[src/rtl/multicycle_control_pkg.sv]
// rtl/multicycle_control_pkg.sv - state, opcode, ALU_Op and mux encodings shared with datapath and ALU control
package multicycle_control_pkg;

    typedef enum logic [3:0] {
        ST_FETCH     = 4'd0,
        ST_DECODE    = 4'd1,
        ST_MEM_ADDR  = 4'd2,
        ST_MEM_READ  = 4'd3,
        ST_MEM_WB    = 4'd4,
        ST_MEM_WRITE = 4'd5,
        ST_EXEC_R    = 4'd6,
        ST_EXEC_I    = 4'd7,
        ST_ALU_WB    = 4'd8,
        ST_BRANCH    = 4'd9,
        ST_EXEC_LUI  = 4'd10,
        ST_TRAP      = 4'd11
    } state_t;

    localparam logic [6:0] OP_LOAD   = 7'b0000011;
    localparam logic [6:0] OP_STORE  = 7'b0100011;
    localparam logic [6:0] OP_RTYPE  = 7'b0110011;
    localparam logic [6:0] OP_ITYPE  = 7'b0010011;
    localparam logic [6:0] OP_BRANCH = 7'b1100011;
    localparam logic [6:0] OP_LUI    = 7'b0110111;

    localparam logic [2:0] ALU_FUNCT  = 3'b000;
    localparam logic [2:0] ALU_BRANCH = 3'b001;
    localparam logic [2:0] ALU_LUI    = 3'b010;
    localparam logic [2:0] ALU_ADD    = 3'b011;

    localparam logic [1:0] SRCA_PC     = 2'b00;
    localparam logic [1:0] SRCA_OLD_PC = 2'b01;
    localparam logic [1:0] SRCA_RS1    = 2'b10;

    localparam logic [1:0] SRCB_RS2    = 2'b00;
    localparam logic [1:0] SRCB_IMM    = 2'b01;
    localparam logic [1:0] SRCB_FOUR   = 2'b10;

    localparam logic [1:0] RES_ALUOUT  = 2'b00;
    localparam logic [1:0] RES_MEM     = 2'b01;
    localparam logic [1:0] RES_ALU     = 2'b10;

    typedef struct packed {
        logic       ir_write;
        logic       pc_write;
        logic       pc_write_cond;
        logic       mem_read;
        logic       mem_write;
        logic       reg_write;
        logic [1:0] alu_src_a;
        logic [1:0] alu_src_b;
        logic [2:0] alu_op;
        logic [1:0] result_src;
    } ctrl_t;

endpackage

[src/rtl/multicycle_control_if.sv]
// rtl/multicycle_control_if.sv - control <-> datapath bundle; illegal_o exists only with ILLEGAL_OPCODE_TRAP_EN
interface multicycle_control_if;
    logic [6:0] opcode_i;
    logic       mem_ready_i;
    logic       ir_write_o;
    logic       pc_write_o;
    logic       pc_write_cond_o;
    logic       mem_read_o;
    logic       mem_write_o;
    logic       reg_write_o;
    logic [1:0] alu_src_a_o;
    logic [1:0] alu_src_b_o;
    logic [2:0] alu_op_o;
    logic [1:0] result_src_o;
    logic [3:0] state_o;
`ifdef ILLEGAL_OPCODE_TRAP_EN
    logic       illegal_o;

    modport ctrl (
        input  opcode_i, mem_ready_i,
        output ir_write_o, pc_write_o, pc_write_cond_o, mem_read_o, mem_write_o,
               reg_write_o, alu_src_a_o, alu_src_b_o, alu_op_o, result_src_o,
               state_o, illegal_o
    );
    modport dp (
        output opcode_i, mem_ready_i,
        input  ir_write_o, pc_write_o, pc_write_cond_o, mem_read_o, mem_write_o,
               reg_write_o, alu_src_a_o, alu_src_b_o, alu_op_o, result_src_o,
               state_o, illegal_o
    );
`else
    modport ctrl (
        input  opcode_i, mem_ready_i,
        output ir_write_o, pc_write_o, pc_write_cond_o, mem_read_o, mem_write_o,
               reg_write_o, alu_src_a_o, alu_src_b_o, alu_op_o, result_src_o,
               state_o
    );
    modport dp (
        output opcode_i, mem_ready_i,
        input  ir_write_o, pc_write_o, pc_write_cond_o, mem_read_o, mem_write_o,
               reg_write_o, alu_src_a_o, alu_src_b_o, alu_op_o, result_src_o,
               state_o
    );
`endif
endinterface

[src/rtl/multicycle_control_decode.sv]
// rtl/multicycle_control_decode.sv - combinational state -> control vector decode
module multicycle_control_decode
    import multicycle_control_pkg::*;
(
    input  state_t i_state,
    input  logic   i_mem_ready,
    output ctrl_t  o_ctrl
);

    always_comb begin
        o_ctrl = '0;
        case (i_state)
            ST_FETCH: begin
                // IR and PC+4 land on the same edge the memory completes
                o_ctrl.mem_read  = 1'b1;
                o_ctrl.ir_write  = i_mem_ready;
                o_ctrl.pc_write  = i_mem_ready;
                o_ctrl.alu_src_a = SRCA_PC;
                o_ctrl.alu_src_b = SRCB_FOUR;
                o_ctrl.alu_op    = ALU_ADD;
            end
            ST_DECODE: begin
                o_ctrl.alu_src_a = SRCA_OLD_PC;
                o_ctrl.alu_src_b = SRCB_IMM;
                o_ctrl.alu_op    = ALU_ADD;
            end
            ST_MEM_ADDR: begin
                o_ctrl.alu_src_a = SRCA_RS1;
                o_ctrl.alu_src_b = SRCB_IMM;
                o_ctrl.alu_op    = ALU_ADD;
            end
            ST_MEM_READ:  o_ctrl.mem_read = 1'b1;
            ST_MEM_WB: begin
                o_ctrl.reg_write  = 1'b1;
                o_ctrl.result_src = RES_MEM;
            end
            ST_MEM_WRITE: o_ctrl.mem_write = 1'b1;
            ST_EXEC_R: begin
                o_ctrl.alu_src_a = SRCA_RS1;
                o_ctrl.alu_src_b = SRCB_RS2;
                o_ctrl.alu_op    = ALU_FUNCT;
            end
            ST_EXEC_I: begin
                o_ctrl.alu_src_a = SRCA_RS1;
                o_ctrl.alu_src_b = SRCB_IMM;
                o_ctrl.alu_op    = ALU_FUNCT;
            end
            ST_EXEC_LUI: begin
                o_ctrl.alu_src_b = SRCB_IMM;
                o_ctrl.alu_op    = ALU_LUI;
            end
            ST_ALU_WB: begin
                o_ctrl.reg_write  = 1'b1;
                o_ctrl.result_src = RES_ALUOUT;
            end
            ST_BRANCH: begin
                o_ctrl.alu_src_a     = SRCA_RS1;
                o_ctrl.alu_src_b     = SRCB_RS2;
                o_ctrl.alu_op        = ALU_BRANCH;
                o_ctrl.pc_write_cond = 1'b1;
                o_ctrl.result_src    = RES_ALUOUT;
            end
            default: o_ctrl = '0;
        endcase
    end

endmodule

[src/rtl/multicycle_control.sv]
// rtl/multicycle_control.sv - multicycle sequencing FSM; ILLEGAL_OPCODE_TRAP_EN enables the TRAP state and illegal_o
module multicycle_control
    import multicycle_control_pkg::*;
#(
    parameter logic [3:0] RESET_STATE = 4'd0
)(
    input  logic                 clk,
    input  logic                 reset,
    multicycle_control_if.ctrl   bus
);

    state_t r_state;
    state_t w_next;
    ctrl_t  w_ctrl;

    always_ff @(posedge clk or negedge reset) begin
        if (!reset) r_state <= state_t'(RESET_STATE);
        else        r_state <= w_next;
    end

    always_comb begin
        w_next = r_state;
        case (r_state)
            ST_FETCH:    if (bus.mem_ready_i) w_next = ST_DECODE;
            ST_DECODE: begin
                case (bus.opcode_i)
                    OP_LOAD, OP_STORE: w_next = ST_MEM_ADDR;
                    OP_RTYPE:          w_next = ST_EXEC_R;
                    OP_ITYPE:          w_next = ST_EXEC_I;
                    OP_BRANCH:         w_next = ST_BRANCH;
                    OP_LUI:            w_next = ST_EXEC_LUI;
`ifdef ILLEGAL_OPCODE_TRAP_EN
                    default:           w_next = ST_TRAP;
`else
                    default:           w_next = ST_FETCH;
`endif
                endcase
            end
            ST_MEM_ADDR:  w_next = (bus.opcode_i == OP_LOAD) ? ST_MEM_READ : ST_MEM_WRITE;
            ST_MEM_READ:  if (bus.mem_ready_i) w_next = ST_MEM_WB;
            ST_MEM_WRITE: if (bus.mem_ready_i) w_next = ST_FETCH;
            ST_EXEC_R, ST_EXEC_I, ST_EXEC_LUI: w_next = ST_ALU_WB;
            ST_MEM_WB, ST_ALU_WB, ST_BRANCH:   w_next = ST_FETCH;
`ifdef ILLEGAL_OPCODE_TRAP_EN
            ST_TRAP:      w_next = ST_TRAP;
`endif
            default:      w_next = ST_FETCH;
        endcase
    end

    multicycle_control_decode u_decode (
        .i_state     (r_state),
        .i_mem_ready (bus.mem_ready_i),
        .o_ctrl      (w_ctrl)
    );

    assign bus.ir_write_o      = w_ctrl.ir_write;
    assign bus.pc_write_o      = w_ctrl.pc_write;
    assign bus.pc_write_cond_o = w_ctrl.pc_write_cond;
    assign bus.mem_read_o      = w_ctrl.mem_read;
    assign bus.mem_write_o     = w_ctrl.mem_write;
    assign bus.reg_write_o     = w_ctrl.reg_write;
    assign bus.alu_src_a_o     = w_ctrl.alu_src_a;
    assign bus.alu_src_b_o     = w_ctrl.alu_src_b;
    assign bus.alu_op_o        = w_ctrl.alu_op;
    assign bus.result_src_o    = w_ctrl.result_src;
    assign bus.state_o         = r_state;
`ifdef ILLEGAL_OPCODE_TRAP_EN
    assign bus.illegal_o       = (r_state == ST_TRAP);
`endif

endmodule

[src/flat_wrapper.sv]
// flat-port wrapper written by rule: the top's interface ports become plain ports
module multicycle_control_flat import multicycle_control_pkg::*;
#(
    parameter logic [3:0] RESET_STATE = 4'd0
)
  (clk, reset, bus_opcode_i, bus_mem_ready_i, bus_ir_write_o, bus_pc_write_o, bus_pc_write_cond_o, bus_mem_read_o, bus_mem_write_o, bus_reg_write_o, bus_alu_src_a_o, bus_alu_src_b_o, bus_alu_op_o, bus_result_src_o, bus_state_o);
  multicycle_control_if bus_i ();
  input  logic clk;
  input  logic reset;
  input wire logic [$bits(bus_i.opcode_i)-1:0] bus_opcode_i;
  input wire logic [$bits(bus_i.mem_ready_i)-1:0] bus_mem_ready_i;
  output wire logic [$bits(bus_i.ir_write_o)-1:0] bus_ir_write_o;
  output wire logic [$bits(bus_i.pc_write_o)-1:0] bus_pc_write_o;
  output wire logic [$bits(bus_i.pc_write_cond_o)-1:0] bus_pc_write_cond_o;
  output wire logic [$bits(bus_i.mem_read_o)-1:0] bus_mem_read_o;
  output wire logic [$bits(bus_i.mem_write_o)-1:0] bus_mem_write_o;
  output wire logic [$bits(bus_i.reg_write_o)-1:0] bus_reg_write_o;
  output wire logic [$bits(bus_i.alu_src_a_o)-1:0] bus_alu_src_a_o;
  output wire logic [$bits(bus_i.alu_src_b_o)-1:0] bus_alu_src_b_o;
  output wire logic [$bits(bus_i.alu_op_o)-1:0] bus_alu_op_o;
  output wire logic [$bits(bus_i.result_src_o)-1:0] bus_result_src_o;
  output wire logic [$bits(bus_i.state_o)-1:0] bus_state_o;
  assign bus_i.opcode_i = bus_opcode_i;
  assign bus_i.mem_ready_i = bus_mem_ready_i;
  assign bus_ir_write_o = bus_i.ir_write_o;
  assign bus_pc_write_o = bus_i.pc_write_o;
  assign bus_pc_write_cond_o = bus_i.pc_write_cond_o;
  assign bus_mem_read_o = bus_i.mem_read_o;
  assign bus_mem_write_o = bus_i.mem_write_o;
  assign bus_reg_write_o = bus_i.reg_write_o;
  assign bus_alu_src_a_o = bus_i.alu_src_a_o;
  assign bus_alu_src_b_o = bus_i.alu_src_b_o;
  assign bus_alu_op_o = bus_i.alu_op_o;
  assign bus_result_src_o = bus_i.result_src_o;
  assign bus_state_o = bus_i.state_o;
  multicycle_control #(.RESET_STATE(RESET_STATE)) u_core (.clk(clk), .reset(reset), .bus(bus_i));
endmodule
[config.mk]
export PLATFORM = sky130hd
export DESIGN_NAME = multicycle_control_flat
export DESIGN_NICKNAME = d
export VERILOG_FILES = /design/src/rtl/multicycle_control_pkg.sv /design/src/rtl/multicycle_control_if.sv /design/src/rtl/multicycle_control_decode.sv /design/src/rtl/multicycle_control.sv /design/src/flat_wrapper.sv
export SDC_FILE = /design/constraint.sdc
export NUM_CORES = 1
export LEC_CHECK = 0
export CAP_MARGIN = 5
export CORE_MARGIN = 2
export CORE_UTILIZATION = 30
export CTS_CLUSTER_DIAMETER = 150
export DETAILED_ROUTE_END_ITERATION = 8
export HOLD_SLACK_MARGIN = 0.08
export PLACE_DENSITY = 0.78
export SLEW_MARGIN = 0
export SYNTH_ARGS = -nofsm -noshare
export SYNTH_HDL_FRONTEND = slang
export SYNTH_SLANG_ARGS = --single-unit
[constraint.sdc]
create_clock -name clk -period 1.8 [get_ports clk]
set_input_delay 0.36 -clock clk [delete_from_list [all_inputs] [get_ports clk]]
set_output_delay 0.36 -clock clk [all_outputs]
set_load 0.005 [all_outputs]
==> run summary <==
The flow ran to the end, and the final reports show no timing, DRC or antenna violations. Setup repair after global routing could not meet its margin everywhere. For the worst setup path, the data required time is 1.44 ns. In this run the register-to-register setup slack is 0.18 ns. After clock tree synthesis, the flow added hold-fix buffers numbering 0. The tools report the number of setup violations in the final report as 0.

The pre-antenna-repair detailed-routing pass consisted of 4 iterations. Half-perimeter wire length of the detailed placement result: 1250 um. In this run, synthesis inferred 0 flip-flops with an integrated enable. The hold violation count in the final report was 0.

For this run, the top clock speed supported by timing is 562 MHz. In the synthesized netlist the async set-or-reset flop fraction comes to 100%. Along the worst path, the maximum fanout reaches 6. The number of max-slew violations in the final report is 0, and the height of the die is 43.7 um. For the worst setup path, the data arrival time is 1.42 ns. The count of boundary I/O pins is 29, and the deepest clock path buffer count is 2.

For the finished layout, the period the worst path requires is 1.78 ns. The worst min-delay path class is in2async. The die covers 0.00191 mm2. Counting cells, the worst reg-to-reg path comes to 5. During synthesis, Yosys emitted a total of 0 warnings.

In this run the tightest slew margin relative to its limit is 67.1%. The area overhead of the layout relative to synthesis works out to 97.6%. After clock tree synthesis, the clock-pin slew on the worst setup and hold paths is 0.04 ns.

Number of DRC markers in iteration 0: 35. STA classifies the critical path startpoint as a flip-flop. The final period utilization is 98.9%, and the clock network latency to the later pin of the worst-skew pair is 0.24 ns. Entering global routing, the biggest net connects 8 pins. Counting distinct cell types in the post-synthesis netlist gives 32. The measured slew at the worst slew-check pin is 0.487 ns.

The tools report the element type at the critical path end as an output port. The die is 43.7 um wide. The tools report the endpoint of the worst register-to-register path as u_core.bus.state_o[2]. Counting the buffers created by CTS gives 3. The root cell of the clock tree is sky130_fd_sc_hd__clkbuf_4. Initial antenna violation count: 0. The remaining antenna violation count is 0, and the total detailed-routing wirelength is 1900 um.

The run gives 0.825 as the final weighted congestion of routability-driven global placement. The run gives 935 um2 as the post-layout instance area. The first global-routing pass estimated 2790 um of wire. The most critical setup path has its startpoint at u_core.bus.state_o[1]. The gate count of the mapped netlist came out at 65.

Area of placed instances: 815 um2. The final core utilization was 62.8%; the peak supply drop was 353 uV. For this run, the leading register cell type out of synthesis is sky130_fd_sc_hd__dfrtp_1. Kind of critical path: reg2out.

Of the synthesized area, sequential elements account for 21.2%. TritonCTS built the clock tree. The number of register bits inferred by synthesis is 4, and the number of vias after detailed routing is 692. For the standard cell core area, the log shows 0.00149 mm2. In this run the mean area of a mapped cell was 7.28 um2.

The number of levels in the clock H-tree was 1. The routed wirelength normalized by instance count was 15.2 um; the netlist area before placement was 473 um2. The post-route netlist has 36.7% of its cells at a drive strength greater than 1. The analysis attributes to cell leakage a power of 0.439 nW. The number of maximum-capacitance constraint violations is 0, and the via count of the first global-routing pass is 614. The standard-cell row count was 14.

For this run, the total global-route usage over all layers was measured as 19.7%. After detailed routing, the number of remaining DRC violations is 0. Clock skew on the completed layout was measured at 0.00597 ns. The number of antenna diodes in the final layout is 0.

The worst register-to-register path begins at u_core.bus.state_o[3]. The total grt overflow is 0, and the ratio of routed vias to standard cells is 5.54. The register with the most flip-flops in the layout has 4 of them.

The initial utilization of the core area, before any placement, comes to 31.8%. Dividing total power by cell area gives a power density of 440 mW/mm2. The number of clock sinks seen by CTS came out at 4. The most critical setup path has its endpoint at bus_state_o[1].

In the final design database the tool counted 121 nets. During placement, the flow inserted port buffers numbering 26.
-- cell usage after synthesis, drive strengths merged, types with 2 or more instances --
master / n / area share (%)
a21oi: 4 / 4.2
nand2: 4 / 3.2
nor3b: 3 / 4.8
nor3: 4 / 4.2
nor2b: 4 / 5.3
nand2b: 3 / 4.0
inv: 2 / 1.6
o21ai: 2 / 2.1
dfrtp: 4 / 21
and3b: 3 / 5.6
buf: 5 / 6.9
clkbuf: 2 / 1.6
nor4: 2 / 2.6
nor2: 5 / 4.0
o2111ai: 2 / 3.7
-- per-layer routing --
metal | global-route usage, % | vias to the layer above | part of all wire, %
li1 | - | 324 | -
met1 | 25.6 | 318 | 40
met2 | 32.1 | 46 | 47
met3 | 5.42 | 4 | 11
met4 | 4.85 | 0 | 2.2
met5 | 0 | - | 0
-- repair_timing --
| action | CTS | global route |
|---|---|---|
| setup buffers | 7 | 2 |
| setup endpoints to repair | 13 | 6 |
| hold endpoints to repair | 0 | 0 |
| pin swaps | 3 | 2 |
| resized for setup | 34 | 10 |
-- layout make-up --
class	instances	area (um2)
flip-flops and latches	4	103
inverters	2	7.51
well taps	16	20.0
multi-input cells	53	377
clock buffers	3	22.5
fillers	126	554
repair buffers	47	405
-- critical path, cell delays in order, from the launching register on --
cell	delay (ns)
sky130_fd_sc_hd__dfrtp_2	0.45
sky130_fd_sc_hd__buf_4	0.16
sky130_fd_sc_hd__buf_4	0.14
sky130_fd_sc_hd__clkdlybuf4s50_1	0.45
-- stage by stage --
stage	setup slack [ns]	setup TNS (ns)	std cells	total power, mW	hold slack, ns
floorplan	0.157	0	66	0.166	0.0644
global placement	-0.0868	-0.164	114	0.269	0.570
detailed placement	-0.0930	-0.321	114	0.272	0.575
CTS	-0.270	-0.270	124	0.399	0.327
global route	-0.0183	-0.0415	125	0.438	0.326
finish	0.0195	0	125	0.411	0.325
-- cells in the final DEF, fill, tap and decap left out, types with 2 or more instances in the layout --
cell type / Yosys / routed
sky130_fd_sc_hd__and3b_1: 3 / 3
sky130_fd_sc_hd__dfrtp_2: 0 / 2
sky130_fd_sc_hd__nand2_1: 4 / 4
sky130_fd_sc_hd__inv_2: 0 / 2
sky130_fd_sc_hd__nor4_1: 2 / 2
sky130_fd_sc_hd__a21oi_1: 4 / 4
sky130_fd_sc_hd__clkbuf_4: 0 / 3
sky130_fd_sc_hd__nor2b_1: 4 / 3
sky130_fd_sc_hd__o2111ai_1: 2 / 2
sky130_fd_sc_hd__nor3_1: 4 / 3
sky130_fd_sc_hd__clkdlybuf4s50_1: 0 / 13
sky130_fd_sc_hd__clkdlybuf4s15_1: 0 / 2
sky130_fd_sc_hd__nor2_1: 5 / 5
sky130_fd_sc_hd__conb_1: 1 / 2
sky130_fd_sc_hd__buf_2: 2 / 2
sky130_fd_sc_hd__nand2b_4: 0 / 2
sky130_fd_sc_hd__buf_4: 3 / 20
sky130_fd_sc_hd__dfrtp_1: 4 / 2
sky130_fd_sc_hd__o21ai_0: 2 / 2
sky130_fd_sc_hd__buf_6: 0 / 2
sky130_fd_sc_hd__dlygate4sd2_1: 0 / 5
sky130_fd_sc_hd__nor3b_1: 3 / 2
-- worst min path at each step --
stage	start	to	slack, ns
floorplan	reset	u_core.bus.state_o[0]	0.06
global placement	reset	u_core.bus.state_o[0]	0.57
detailed placement	reset	u_core.bus.state_o[0]	0.58
CTS	reset	u_core.bus.state_o[3]	0.33
global route	reset	u_core.bus.state_o[3]	0.33
finish	reset	u_core.bus.state_o[3]	0.33
-- power by group --
group          internal (mW)  leakage [nW]  total [mW]  switching [mW]
Combinational          0.117         0.374       0.198          0.0806
Sequential            0.0952        0.0511       0.101         0.00617
Clock                 0.0746        0.0138       0.112          0.0372
Total                  0.287         0.439       0.411           0.124
-- cell families after synthesis --
group / after synthesis / synth area share (%)
simple gates: 35 / 45.0
buf+inv: 9 / 10.1
flops: 4 / 21.2
compound gates: 16 / 23.0
other cells: 1 / 0.793
(Power assumes the default switching activity.)
